<file path="config.mk">
export PLATFORM = sky130hd
export DESIGN_NAME = grf_bypass_flat
export DESIGN_NICKNAME = d
export VERILOG_FILES = /design/src/rtl/grf_bypass_if.sv /design/src/rtl/grf_bypass.sv /design/src/flat_wrapper.sv
export SDC_FILE = /design/constraint.sdc
export NUM_CORES = 2
export LEC_CHECK = 0
export ABC_CLOCK_PERIOD_IN_PS = 7800
export CORE_ASPECT_RATIO = 0.8
export CORE_MARGIN = 5
export CORE_UTILIZATION = 45
export CTS_CLUSTER_DIAMETER = 100
export DETAILED_ROUTE_END_ITERATION = 10
export PLACE_DENSITY = 0.64
export SLEW_MARGIN = 20
export SYNTH_ARGS = -nofsm -noshare
export SYNTH_HDL_FRONTEND = slang
export SYNTH_SLANG_ARGS = --single-unit
</file>
<file path="constraint.sdc">
create_clock -name clk -period 7.8 [get_ports clk]
set_input_delay 1.56 -clock clk [delete_from_list [all_inputs] [get_ports clk]]
set_output_delay 1.56 -clock clk [all_outputs]
set_load 0.02 [all_outputs]
</file>
<file path="src/rtl/grf_bypass_if.sv">
// grf_bypass_if: W-stage write port and D-stage read port of the general register file.
// Signals: we/A3/WD/WPC (write side), A1/A2 -> RD1/RD2 (read side), wr_count/last_wpc (trace).
// Modports: master = pipeline side driving addresses/data, slave = register file.
interface grf_bypass_if #(
  parameter int DATA_W = 32,
  parameter int CNT_W  = 32
);
  logic              we;
  logic [4:0]        A1;
  logic [4:0]        A2;
  logic [4:0]        A3;
  logic [DATA_W-1:0] WD;
  logic [31:0]       WPC;
  logic [DATA_W-1:0] RD1;
  logic [DATA_W-1:0] RD2;
  logic [CNT_W-1:0]  wr_count;
  logic [31:0]       last_wpc;

  modport master (
    output we, A1, A2, A3, WD, WPC,
    input  RD1, RD2, wr_count, last_wpc
  );

  modport slave (
    input  we, A1, A2, A3, WD, WPC,
    output RD1, RD2, wr_count, last_wpc
  );
endinterface

</file>
<file path="src/rtl/grf_bypass.sv">
// grf_bypass: 32 x DATA_W general register file, r0 hardwired to zero, two combinational
// read ports, one write port committed on the rising edge (1-edge write, 0-cycle read).
// Ports: clk, reset (sync, active-low), bus (grf_bypass_if.slave). No handshake, never stalls.
// Optional macro GRF_BYPASS_EN: forwards WD to a read port addressing the register being
// committed this cycle, so the forwarding unit needs no W->D path.
module grf_bypass #(
  parameter int DATA_W = 32,
  parameter int CNT_W  = 32
) (
  input  logic        clk,
  input  logic        reset,
  grf_bypass_if.slave bus
);

  logic [DATA_W-1:0] regs_q [32];
  logic [CNT_W-1:0]  cnt_q;
  logic [CNT_W-1:0]  cnt_d;
  logic [31:0]       wpc_q;
  logic              commit;
  logic [DATA_W-1:0] arr1;
  logic [DATA_W-1:0] arr2;

  // A write to r0 is dropped entirely: no storage update, no count, no trace.
  assign commit = bus.we && (bus.A3 != 5'd0);
  assign cnt_d  = cnt_q + CNT_W'(1);

  always_ff @(posedge clk) begin
    if (!reset) begin
      for (int i = 0; i < 32; i++) begin
        regs_q[i] <= '0;
      end
      cnt_q <= '0;
      wpc_q <= '0;
    end else if (commit) begin
      regs_q[bus.A3] <= bus.WD;
      cnt_q          <= cnt_d;
      wpc_q          <= bus.WPC;
    end
  end

  assign arr1 = (bus.A1 == 5'd0) ? '0 : regs_q[bus.A1];
  assign arr2 = (bus.A2 == 5'd0) ? '0 : regs_q[bus.A2];

`ifdef GRF_BYPASS_EN
  // Reset gates the bypass too: a write discarded by reset must not be visible.
  logic fwd1;
  logic fwd2;
  assign fwd1 = reset && commit && (bus.A3 == bus.A1);
  assign fwd2 = reset && commit && (bus.A3 == bus.A2);
  assign bus.RD1 = fwd1 ? bus.WD : arr1;
  assign bus.RD2 = fwd2 ? bus.WD : arr2;
`else
  assign bus.RD1 = arr1;
  assign bus.RD2 = arr2;
`endif

  assign bus.wr_count = cnt_q;
  assign bus.last_wpc = wpc_q;

endmodule
</file>
<file path="src/flat_wrapper.sv">
// flat-port wrapper written by rule: the top's interface ports become plain ports
module grf_bypass_flat 
#(
  parameter int DATA_W = 32,
  parameter int CNT_W  = 32
)
  (clk, reset, bus_we, bus_A1, bus_A2, bus_A3, bus_WD, bus_WPC, bus_RD1, bus_RD2, bus_wr_count, bus_last_wpc);
  grf_bypass_if #(.DATA_W(DATA_W), .CNT_W(CNT_W)) bus_i ();
  input  logic clk;
  input  logic reset;
  input wire logic [$bits(bus_i.we)-1:0] bus_we;
  input wire logic [$bits(bus_i.A1)-1:0] bus_A1;
  input wire logic [$bits(bus_i.A2)-1:0] bus_A2;
  input wire logic [$bits(bus_i.A3)-1:0] bus_A3;
  input wire logic [$bits(bus_i.WD)-1:0] bus_WD;
  input wire logic [$bits(bus_i.WPC)-1:0] bus_WPC;
  output wire logic [$bits(bus_i.RD1)-1:0] bus_RD1;
  output wire logic [$bits(bus_i.RD2)-1:0] bus_RD2;
  output wire logic [$bits(bus_i.wr_count)-1:0] bus_wr_count;
  output wire logic [$bits(bus_i.last_wpc)-1:0] bus_last_wpc;
  assign bus_i.we = bus_we;
  assign bus_i.A1 = bus_A1;
  assign bus_i.A2 = bus_A2;
  assign bus_i.A3 = bus_A3;
  assign bus_i.WD = bus_WD;
  assign bus_i.WPC = bus_WPC;
  assign bus_RD1 = bus_i.RD1;
  assign bus_RD2 = bus_i.RD2;
  assign bus_wr_count = bus_i.wr_count;
  assign bus_last_wpc = bus_i.last_wpc;
  grf_bypass #(.DATA_W(DATA_W), .CNT_W(CNT_W)) u_core (.clk(clk), .reset(reset), .bus(bus_i));
endmodule
</file>
== Word-level counts from Yosys, hierarchy flattened ==
Memory sizes are Yosys's and may differ from the RTL's.
Cells that the tools add are included.
Widths: inputs -> output; s select.

* Bits in registers: 64
* Bits in writable memories: 1,024
* Output and inout port bits: 128
* Word-level logic and storage cells: 18
* Memories kept: 1

{| class="wikitable"
|+ Memory list
! name !! depth !! width !! rd ports !! clocked after Yosys merged registers in !! wr ports !! line !! source
|-
| u_core.regs_q || 32 || 32 || 2 || 0 || 32 || grf_bypass.sv:15 || <nowiki>logic [DATA_W-1:0] regs_q [32];</nowiki>
|}

* $add $sub $neg: 1
* Muxes and demuxes: 9
* Reductions and logical operators: 5

{| class="wikitable"
|+ Operator list
! cell !! number
|-
| $mux 32 || 3
|-
| $add 32x1->32 const B || 1
|-
| $reduce_or 32->1 || 1
|-
| $logic_not 5->1 || 2
|-
| $mux 1 || 5
|-
| $mux 5 || 1
|-
| $reduce_bool 5->1 || 1
|-
| $logic_and 1x1->1 || 1
|}

== Longest topological paths before layout ==
* Depth after elaboration: 7
* Gate-level depth with buffers: 7
* Depth with buffers taken out: 4

== Least setup slack after synthesis ==
OpenSTA, ideal clock, no wires.

* Path type: in2reg
* From: input port bus_A3[4]
* To: memory u_core.regs_q[1][0] (enable)
* Library setup time: 0.466 ns
* Arrival: 4.592 ns
* Data required time: 7.334 ns
* Path slack: 2.742 ns
* Stages: 4
* Path buffers: 2
* Path through: buf_2 or3_4 buf_2 o21ai_0

{| class="wikitable"
|+ RTL lines
! element !! line !! source
|-
| from (decl) || flat_wrapper.sv:14 || <nowiki>input wire logic [$bits(bus_i.A3)-1:0] bus_A3;</nowiki>
|-
| to (decl) || grf_bypass.sv:15 ||
|}

== Worst setup path in the final report ==
* From: input port bus_A2[3]
* To: output port bus_RD2[19]

* Longest elaborated chain between the ends: 2

{| class="wikitable"
|+ RTL lines
! element !! line !! source
|-
| from (decl) || flat_wrapper.sv:13 || <nowiki>input wire logic [$bits(bus_i.A2)-1:0] bus_A2;</nowiki>
|-
| $mem_v2 32x32 or $logic_not 5->1 (tied branches) || n/a ||
|-
| $mux 32 * || grf_bypass.sv:42 || <nowiki>assign arr2 = (bus.A2 == 5'd0) ? '0 : regs_q[bus.A2];</nowiki>
|-
| to (decl) || flat_wrapper.sv:18 || <nowiki>output wire logic [$bits(bus_i.RD2)-1:0] bus_RD2;</nowiki>
|}

Mark *: on every way between the ends. The rest lies on a longest branch, timed or not.

==> results.py <==
metrics = {
    "clocking": {
        "cts_tree": "built",
        "clockBufferDepth": 3,
        "post_cts_buffers": 0,
        "clk_latency_ps": 730,
        "htree_levels": 3,
        "clockRootBuffer": "clkbuf_16",
        "ctsResizeCount": 0,
        "clkSlewWorstSetupHoldPaths_ps": 60,
        "ctsHoldBuffers": 0,
        "clock_sinks": 1088,
        "cts-buffers-inserted": 113,
    },
    "worst_setup_path": {
        "cp_slowest_cell": "a311oi_1",
        "worstSetupStartpointType": "input port",
        "setup.worst_path.end_class": "primary output",
        "cp_top_family": "buffers and inverters",
        "worstPathCellList": "buf_2, or2_2, or4_1, buf_4, o21ai_0, a311oi_1, clkdlybuf4s50_1",
        "crit_cells": 7,
        "slowest_delay_ps": 930,
        "regToRegSetupSlack_ps": 5670,
        "reg2reg_to": "u_core.bus.wr_count[17]",
        "required_ps": 6240,
        "rr_worst_depth": 4,
        "cp.arrival_ps": 5210,
        "reg2reg_from": "u_core.bus.wr_count[7]",
        "crit_fanout": 24,
        "crit_type": "in -> out",
        "critPathBufInv": 3,
    },
    "run_status": {
        "run_status": "completed",
    },
    "placement": {
        "dp_hpwl_um": 111300,
        "place_area_um2": 61270,
        "portBuffers": 209,
        "gp_congestion": 0.8977,
    },
    "logic_synthesis": {
        "syn_area_per_cell_um2": 14.45,
        "synth_edf_count": 1024,
        "ys_ff_latch": 1088,
        "yosys_warnings": 0,
        "synth_area_leaders": "edfxtp_1 (54%), mux4_2 (18%), and2_1 (11%)",
        "synth_most_common_cell": "edfxtp_1",
        "ys_top_cells_by_count": "edfxtp_1 (1024), and2_1 (996), mux4_2 (448)",
        "netlist_instances": 3954,
        "yosysTopAreaCellShare_pct": 53.81,
        "async_flop_share_pct": 0,
        "yosys.area.top_type": "edfxtp_1",
        "synth-main-ff-cell": "edfxtp_1",
        "synth_area_um2": 57150,
        "post_synth_num_cell_types": 53,
        "yosysSeqAreaShare_pct": 56.05,
    },
    "drt": {
        "routed_wirelength_um": 177600,
        "wl_per_cell_um": 30.70,
        "via_per_inst": 6.282,
        "ant_nets": 0,
        "drc": 0,
        "first_pass_iters": 6,
        "num_vias": 36350,
        "drtIter0Drc": 5032,
    },
    "worst_hold_path": {
        "hp-start": "u_core.bus.last_wpc[28]",
        "worstHoldPathType": "reg -> reg",
        "holdPathEnd": "u_core.bus.last_wpc[28]",
        "min_path_cells": 2,
    },
    "timing": {
        "setup-violations-final": 0,
        "finalCritPeriodShare_pct": 86.73,
        "rsz0062_at_grt": "false",
        "fin_crit_ps": 6765,
        "worst_pin_slew_ps": 1214,
        "fin_skew_ps": 16.40,
        "fmax_mhz": 147.8,
        "finalHoldViolCount": 0,
        "maxSlewViolCount": 0,
        "maxSlewHeadroom_pct": 18.54,
        "fin_setup_tns_ps": 0,
    },
    "floorplanning": {
        "dieArea_um2": 134300,
        "start_util_pct": 45.08,
        "die_y_um": 328.7,
        "ios": 210,
        "die_w_um": 408.4,
        "placeableCoreArea_um2": 126800,
        "rows": 117,
    },
    "pwr": {
        "leakage_nw": 21.84,
        "p_seq_share_pct": 48.5,
        "peakVddDrop_mv": 0.1704,
        "power_frac_clock_pct": 39.0,
        "p_int_mw": 10.54,
        "p_per_area_nw_per_um2": 217.3,
        "combPwrFrac_pct": 12.5,
        "swShare_pct": 25.38,
        "p_switching_mw": 3.583,
    },
    "global_route": {
        "overflow": 0,
        "grt_pass1_vias": 36470,
        "grt_usage_pct": 26.08,
        "antenna_found_initial": 16,
        "grt_max_degree": 82,
        "grt_pass1_wl_um": 255300,
    },
    "finish": {
        "synthToLayoutAreaGrowth_pct": 13.67,
        "stdcell_area_um2": 64960,
        "layout-drive-gt1-share_pct": 22.41,
        "num-nets-final": 4100,
    },
    "run": {
        "maxCapViolCount": 0,
    },
}
## power by group through the flow
stage	combinational, mW	sequential, mW	clock, mW
finish	1.77	6.85	5.50
global placement	1.75	6.95	0
detailed placement	1.75	6.97	0
CTS	1.76	6.85	5.57
global route	1.84	6.88	5.82
floorplan	1.04	6.94	0
## worst max-delay path by stage
| stage | slack, ps | to | startpoint |
|---|---|---|---|
| 2_1_floorplan | 2740 | u_core.regs_q[1][0] | bus_A3[4] |
| 3_3_place_gp | 1160 | bus_RD1[2] | bus_A1[0] |
| 3_5_place_dp | 1210 | bus_RD1[15] | bus_A1[0] |
| 4_1_cts | 1200 | bus_RD1[15] | bus_A1[0] |
| 5_1_grt | 1010 | bus_RD2[31] | bus_A2[0] |
| 6_report | 1030 | bus_RD2[19] | bus_A2[3] |
## sequential cells by signal, indices dropped and copies added, names as in the netlist
register	cells
u_core.bus.last_wpc	32
u_core.bus.wr_count	32
u_core.regs_q	1024
## final cells by class
| class | instances | area (um2) |
|---|---|---|
| clock buffers | 129 | 2888 |
| multi-input cells | 2462 | 23870 |
| fillers | 10470 | 61810 |
| repair buffers | 343 | 3206 |
| clock inverters | 84 | 833.3 |
| well taps | 1666 | 2085 |
| flip-flops and latches | 1088 | 32030 |
| diodes | 5 | 12.51 |
| inverters | 9 | 37.54 |
## cells by family (layout without fill, tap and decap cells)
family / after synthesis / count (layout) / synth area share, %
AO/OA/AOI/OAI: 476 / 476 / 5.701
XOR/XNOR: 6 / 6 / 0.09197
adder cells (fa/ha/maj): 1 / 1 / 0.02189
buffers and inverters: 435 / 565 / 3.236
flip-flops: 1088 / 1088 / 56.05
multiplexers: 647 / 647 / 21.28
other: 1 / 37 / 0.006562
AND/OR/NAND/NOR: 1300 / 1300 / 13.62
## per-layer routing
layer / vias up / global-route usage (%) / wire [um] / part of all wire (%)
li1: 15290 / - / - / -
met1: 18730 / 37.41 / 73080 / 41
met2: 2000 / 39.17 / 78820 / 44
met3: 320 / 6.338 / 18750 / 11
met4: 8 / 9.066 / 6943 / 3.9
met5: - / 0 / 47 / 0.026
## cells in the final DEF, fill, tap and decap left out, drive strengths merged, types with 5 or more instances in the layout
cell type,n
mux2,64
o2111ai,20
nand2b,11
and2,996
mux2i,135
a311oi,64
nand3,8
o21ai,151
clkbuf,129
mux4,448
nor2,46
nor4,7
o31ai,8
or3,8
bufinv,13
a211oi,65
edfxtp,1024
nor2b,68
clkinv,64
conb,32
diode,5
nand4,10
dfxtp,64
buf,156
a22oi,64
and4,6
nand2,117
clkdlybuf4s50,187
inv,11
clkinvlp,5
a21oi,48
or4,12
a221oi,48
## tightest hold or removal path, delay by kind of cell, from the launching register on
kind            cells  cell delay [ps]
flops               1              310
simple gates        1               50
compound gates      1               50
## through the flow
| stage | power, mW | utilization, % | std cells | worst slack [ps] | hold WS (ps) |
|---|---|---|---|---|---|
| final | 14.12 | 51.24 | 5786 | 1035 | 454.0 |
| after global routing | 14.54 | 51.23 | 5781 | 1015 | 473.0 |
| after global placement | 8.697 | 48.33 | 5568 | 1158 | 442.0 |
| after floorplan | 7.978 | - | 3985 | 2742 | 533.3 |
| after CTS | 14.17 | 51.26 | 5781 | 1202 | 454.8 |
| after detailed placement | 8.718 | 48.33 | 5568 | 1205 | 445.9 |
No activity file was read; power rests on OpenSTA's default activity.
